## config.mk

```make
export PLATFORM = sky130hd
export DESIGN_NAME = imm_gen_pipe
export DESIGN_NICKNAME = d
export VERILOG_FILES = /design/src/rtl/imm_gen_pipe.sv
export SDC_FILE = /design/constraint.sdc
export NUM_CORES = 1
export LEC_CHECK = 0
export ABC_AREA = 1
export BUFFER_PORTS_ARGS = -buffer_cell sky130_fd_sc_hd__buf_2
export CORE_ASPECT_RATIO = 1.2
export CORE_UTILIZATION = 60
export CTS_BUF_LIST = sky130_fd_sc_hd__clkbuf_8
export CTS_CLUSTER_SIZE = 20
export DETAILED_ROUTE_END_ITERATION = 16
export GPL_TIMING_DRIVEN = 0
export PLACE_DENSITY = 0.9
export RECOVER_POWER = 100
export SLEW_MARGIN = 5
export SYNTH_ARGS = -nofsm -noshare
export SYNTH_HDL_FRONTEND = slang
export SYNTH_SLANG_ARGS = --single-unit
```

## constraint.sdc

```tcl
create_clock -name clk -period 4.8 [get_ports clk]
set_input_delay 0.72 -clock clk [delete_from_list [all_inputs] [get_ports clk]]
set_output_delay 0.72 -clock clk [all_outputs]
set_load 0.1 [all_outputs]
```

## src/rtl/imm_gen_pipe.sv

```systemverilog
// Pipelined immediate generator: extends the instruction immediate by format and registers it.
// The output register plus a one-entry skid register give full throughput with a registered in_ready.
module imm_gen_pipe #(
  parameter int WIDTH = 32,
  parameter int TAG_W = 5
) (
  input  logic             clk,
  input  logic             reset,
  input  logic             flush,
  input  logic             in_valid,
  output logic             in_ready,
  input  logic [31:0]      instr,
  input  logic [2:0]       immsrc,
  input  logic [TAG_W-1:0] in_tag,
  output logic             out_valid,
  input  logic             out_ready,
  output logic [WIDTH-1:0] extimm,
  output logic [TAG_W-1:0] out_tag,
  output logic             err
);

  // Sign-extended formats are assembled as a 32-bit value and then widened with a signed cast.
  function automatic logic [WIDTH-1:0] extend_imm(input logic [31:0] ins, input logic [2:0] sel);
    logic [31:0]      s32;
    logic [WIDTH-1:0] imm;
    logic             sext;
    s32  = 32'h0000_0000;
    imm  = {WIDTH{1'b0}};
    sext = 1'b0;
    case (sel)
      3'b000: begin s32 = {{20{ins[31]}}, ins[31:20]}; sext = 1'b1; end
      3'b001: begin s32 = {{20{ins[31]}}, ins[31:25], ins[11:7]}; sext = 1'b1; end
      3'b010: begin s32 = {{19{ins[31]}}, ins[31], ins[7], ins[30:25], ins[11:8], 1'b0}; sext = 1'b1; end
      3'b011: begin s32 = {{11{ins[31]}}, ins[31], ins[19:12], ins[20], ins[30:21], 1'b0}; sext = 1'b1; end
      3'b100: begin s32 = {ins[31:12], 12'h000}; sext = 1'b1; end
      3'b101: imm = (WIDTH == 64) ? WIDTH'(ins[25:20]) : WIDTH'(ins[24:20]);
      3'b110: imm = WIDTH'(ins[19:15]);
      default: imm = {WIDTH{1'b0}};
    endcase
    if (sext) begin
      imm = WIDTH'($signed(s32));
    end else begin
      imm = imm;
    end
    return imm;
  endfunction

  logic             skid_valid_r;
  logic [WIDTH-1:0] skid_imm_r;
  logic [TAG_W-1:0] skid_tag_r;
  logic             skid_err_r;

  logic             in_xfer_s;
  logic             out_xfer_s;
  logic [WIDTH-1:0] new_imm_s;
  logic             new_err_s;
  logic             out_valid_s;
  logic             skid_valid_s;
  logic             load_o_in_s;
  logic             load_o_skid_s;
  logic             load_k_s;

  assign in_xfer_s  = in_valid & in_ready;
  assign out_xfer_s = out_valid & out_ready;
  assign new_imm_s  = extend_imm(instr, immsrc);
  assign new_err_s  = (immsrc == 3'b111);

  // Next-state selection for the output (O) and skid (K) entries.
  always_comb begin
    out_valid_s   = out_valid;
    skid_valid_s  = skid_valid_r;
    load_o_in_s   = 1'b0;
    load_o_skid_s = 1'b0;
    load_k_s      = 1'b0;
    if (flush) begin
      // An output transfer on this edge still counts; an input transfer is dropped.
      out_valid_s  = 1'b0;
      skid_valid_s = 1'b0;
    end else if (skid_valid_r) begin
      if (out_xfer_s) begin
        load_o_skid_s = 1'b1;
        out_valid_s   = 1'b1;
        skid_valid_s  = 1'b0;
      end else begin
        out_valid_s = out_valid;
      end
    end else if (in_xfer_s) begin
      if (!out_valid || out_xfer_s) begin
        load_o_in_s = 1'b1;
        out_valid_s = 1'b1;
      end else begin
        load_k_s     = 1'b1;
        skid_valid_s = 1'b1;
      end
    end else if (out_xfer_s) begin
      out_valid_s = 1'b0;
    end else begin
      out_valid_s = out_valid;
    end
  end

  // State registers; invalidated entries keep their data fields.
  always_ff @(posedge clk or posedge reset) begin
    if (reset) begin
      out_valid    <= 1'b0;
      extimm       <= {WIDTH{1'b0}};
      out_tag      <= {TAG_W{1'b0}};
      err          <= 1'b0;
      skid_valid_r <= 1'b0;
      skid_imm_r   <= {WIDTH{1'b0}};
      skid_tag_r   <= {TAG_W{1'b0}};
      skid_err_r   <= 1'b0;
      in_ready     <= 1'b0;
    end else begin
      out_valid    <= out_valid_s;
      skid_valid_r <= skid_valid_s;
      in_ready     <= ~skid_valid_s;
      if (load_o_in_s) begin
        extimm  <= new_imm_s;
        out_tag <= in_tag;
        err     <= new_err_s;
      end else if (load_o_skid_s) begin
        extimm  <= skid_imm_r;
        out_tag <= skid_tag_r;
        err     <= skid_err_r;
      end
      if (load_k_s) begin
        skid_imm_r <= new_imm_s;
        skid_tag_r <= in_tag;
        skid_err_r <= new_err_s;
      end
    end
  end

endmodule

```

After elaboration in Yosys (flattened, before gate mapping):

Cells that the tools add are included.

* flip-flop bits (word level): 79
* bits of input ports: 45
* word-level logic and storage cells: 58

* equality and inequality tests: 9
* muxes and demuxes: 30
* bitwise gates (word level): 3
* reductions and logical operators: 7

Operators by type and width (count)
* 32-bit one-hot mux with 5 select lines: 1
* 32-bit 2-to-1 mux: 3
* 1-bit 2-to-1 mux: 23
* 3-bit equality test, second input constant: 4
* 5-bit 2-to-1 mux: 2
* 5-bit one-hot mux with 2 select lines: 1
* 3-bit by 2-bit equality test with 1-bit output, second input constant: 2
* 5-bit OR reduction: 1
* 4-bit by 3-bit != test with 1-bit output, second input constant: 1
* 3-bit by 1-bit equality test with 1-bit output, second input constant: 1
* 3-bit logical NOT: 1
* 3-bit by 2-bit != test with 1-bit output, second input constant: 1
* 3-bit AND reduction: 1
* 3-bit nonzero test: 1
* 1-bit bitwise AND: 2
* 2-bit nonzero test: 1
* 1-bit logical NOT: 1
* 1-bit logical OR: 1
* 1-bit inverter: 1

Logic depth before layout (Yosys ltp):

* depth after elaboration: 7
* gate-level depth with buffers: 10

Worst setup path before layout:

No wires, ideal clock.

* kind: reg2reg
* start point: register in_ready
* end point: register extimm[2]
* library setup time: 116 ps
* arrival time: 1844 ps
* data required time: 4684 ps
* path slack: 2840 ps
* cell stages (with the launch flop): 11
* clock period less this slack: 1960 ps
* cells stage by stage: dfrtp_1 -> nand2_1 -> nor2_2 -> nand3_2 -> nand2_1 -> inv_2 -> buf_6 -> nand2_1 -> nand2_1 -> inv_1 -> nand2_1

* cells in the longest elaborated chain, start to end: 5

RTL lines
* start: declaration: line 11 `output logic in_ready,`
* start signal: assignment: line 117 `in_ready <= ~skid_valid_s;`
* 1-bit bitwise AND *: line 63 `assign in_xfer_s = in_valid & in_ready;`
* 1-bit 2-to-1 mux *: line 87 `end else if (in_xfer_s) begin`
* 1-bit 2-to-1 mux *: line 79 `end else if (skid_valid_r) begin`
* 1-bit 2-to-1 mux *: line 75 `if (flush) begin`
* 32-bit 2-to-1 mux / 2-bit nonzero test (equally long branches)
* end signal: assignment: line 106 `extimm <= {WIDTH{1'b0}};`
* end signal: assignment: line 119 `extimm <= new_imm_s;`
* end signal: assignment: line 123 `extimm <= skid_imm_r;`
* end: declaration: line 17 `output logic [WIDTH-1:0] extimm,`

Mark *: on every way between the ends. The rest lies on a longest branch, timed or not.
A chain may end at the register's enable or synchronous reset.

Worst setup path after layout:

* start point: register out_valid
* end point: output port out_valid

RTL lines
* start: declaration: line 15 `output logic out_valid,`
* start signal: assignment: line 115 `out_valid <= out_valid_s;`

No word-level cell between the ends.

==> results.json <==
{
  "relative_area_change_from_synthesis_to_final_layout_pct": 15.6,
  "synth-edff-count": 0,
  "synth_nets": 533,
  "status": "finished with violations",
  "power.total_mw": 2.33,
  "drt-wirelength-per-cell_um": 14.9,
  "timing.hold.worst.start": "extimm[20]",
  "routed-via-count": 3692,
  "n_antenna_cell": 0,
  "drt.antenna.violating_nets": 0,
  "nNetsFinal": 619,
  "drtPass1Iterations": 5,
  "crit_path_slowest_cell": "clkbuf_1",
  "grt_first_pass_wirelength_um": 15700,
  "worst-path-max-fanout": 5,
  "maximum_operating_frequency_ghz": 0.423,
  "clk_path_buf_depth": 2,
  "critPathKind": "flop to primary output",
  "r2r-start": "in_ready",
  "async_reset_ff_share_pct": 100,
  "cts-root-buf": "clkbuf_8",
  "violations": "max-capacitance violations, max-slew violations",
  "worst_r2r_endpoint": "skid_imm_r[16]",
  "cts_tree": "done",
  "postSynthAreaPerCell_um2": 7.85,
  "detailedRoute.firstIterationViolations": 375,
  "core_region_area_mm2": 0.00609,
  "yosysUniqueCellTypes": 24,
  "avgViaCountPerCell": 5.59,
  "synth.top_cell.area_share_pct": 51.6,
  "synth_area_leaders": "dfrtp_1, nand2_1, o21ai_0",
  "die_area_mm2": 0.00671,
  "synth.yosys.seq_area_share_pct": 51.6,
  "endpoint_kind": "primary output",
  "ys_ff_latch": 79,
  "worst-endpoint-arrival_ns": 1.65,
  "timing.critical_path.buf_inv": 1,
  "postCtsResizedCells": 0,
  "yosysWarnings": 0,
  "synth.most_common_cell": "nand2_1",
  "post_route_cells_drive_above_1_share_pct": 11.7,
  "worst_skew_late_latency_ns": 0.36,
  "worst_slew_margin_rel_pct": -15.6,
  "min_delay_worst_endpoint": "extimm[20]",
  "final_number_of_hold_violating_endpoints": 0,
  "routed_wirelength_um": 9850,
  "tns_ns": 0,
  "grt_max_degree": 41,
  "global_route.overflow_total": 0,
  "timing.final.crit_period_ns": 2.37,
  "min_delay_path_depth": 2,
  "cpLargestDelayFamily": "buffers and inverters",
  "detail_placement_hpwl_um": 7130,
  "post_synth_instance_area_mm2": 0.00383,
  "numCtsBuffers": 9,
  "post_synth_inst_count": 488,
  "grt_setup_unrepaired": "no",
  "drcViolationCount": 0,
  "cap_violations": 1,
  "r2r_setup_slack_ns": 2.92,
  "ys_dominant_reg_cell": "dfrtp_1",
  "synthTopCellsByCount": "nand2_1, dfrtp_1, o21ai_0, inv_1, nor2_1",
  "floorplan.die.height_um": 89.5,
  "setup-violations-final": 0,
  "series_of_cell_instances_along_the_critical_path": "clkbuf_1",
  "p_per_area_mw_per_mm2": 527,
  "initial_core_util_pct": 62.9,
  "postCtsHoldBufs": 0,
  "gp_congestion": 0.998,
  "final_area_mm2": 0.00443,
  "dpl.cell_count": 645,
  "critical_path_required_ns": 4.08,
  "r2r.worst_path.cells": 6,
  "cts.htree.levels": 3,
  "timing_worst_slew_pin_value_ns": 1.72,
  "cts_num_sinks": 79,
  "antenna_found_initial": 0,
  "finalCritPeriodShare_pct": 49.3,
  "worst_setup_hold_path_clk_slew_ns": 0.08,
  "die-width_um": 74.9,
  "io_buffers": 74,
  "first_global_vias": 3368,
  "groute.usage.overall_pct": 32.3,
  "fin_skew_ns": 0.00897,
  "report.final.slew_viol_count": 40,
  "holdCritPathClass": "flop to flop",
  "critPathMaxStageDelay_ns": 0.88,
  "non_filler_cells_in_the_finished_layout": 661,
  "post_dp_cell_area_mm2": 0.00432,
  "ir_drop_worst_vdd_v": 0.000329,
  "timing.critical_path.depth": 1,
  "rows": 31,
  "critPathLaunchType": "flop",
  "post_cts.repair.setup_buffers": 0,
  "power.leakage_nw": 2.30,
  "yosysTopAreaCell": "dfrtp_1",
  "pin_count": 85
}
[placed cells by master, fill, tap and decap left out, drive strengths merged]
master,n
nand2,189
dfrtp,79
o21ai,67
clkbuf,65
inv,56
buf,45
nor2,24
o211ai,13
nand4,12
nand3,11
a21oi,5
a22oi,5
clkinvlp,3
clkinv,2
o21a,1
o22ai,1
bufinv,1
[flip-flops by register name, summed over array words and instances, names as in the netlist]
signal	flops
err	1
extimm	32
in_ready	1
out_tag	5
out_valid	1
skid_err_r	1
skid_imm_r	32
skid_tag_r	5
skid_valid_r	1
[power by group]
group | leakage [nW] | internal (mW) | switching [mW]
Combinational | 1.24 | 0.147 | 0.781
Sequential | 0.968 | 0.845 | 0.0811
Clock | 0.0978 | 0.236 | 0.244
[stage by stage]
stage / hold WS (ns) / utilization [%] / setup slack [ns]
3_3_place_gp: 0.459 / 70.6 / 1.23
4_1_cts: 0.404 / 74.1 / 2.85
5_1_grt: 0.511 / 72.7 / 2.38
2_1_floorplan: 0.449 / - / 2.06
3_5_place_dp: 0.464 / 71.0 / 2.85
6_report: 0.487 / 72.7 / 2.43
[worst max-delay path by stage]
stage,startpoint,endpoint,slack [ns]
final,out_valid,out_valid,2.43
after global routing,out_valid,out_valid,2.38
after CTS,out_valid,out_valid,2.85
after detailed placement,in_valid,extimm[18],2.85
after global placement,reset,extimm[18],1.23
after floorplan,reset,err,2.06
[kinds of logic after synthesis]
kind of cell	Yosys count	share of synthesized area [%]
buffers and inverters	81	9.41
DFF	79	51.6
AOI/OAI and AO/OA	92	13.3
and+or+nand+nor	236	25.7
[final cells by class]
class | count | area, µm²
plain buffers | 26 | 131
multi-input cells | 328 | 1480
fillers | 511 | 1660
clock buffers | 9 | 124
clock inverters | 7 | 66.3
inverters | 55 | 208
repair buffers | 75 | 338
well taps | 82 | 103
flip-flops and latches | 79 | 1980
[per-layer routing]
metal	GRT usage, %	share of wire, %	vias up
li1	-	-	1714
met1	39.3	39	1765
met2	54.2	49	179
met3	6.20	8.2	34
met4	16.8	3.3	0
met5	0	0	-
(Power assumes the default switching activity.)
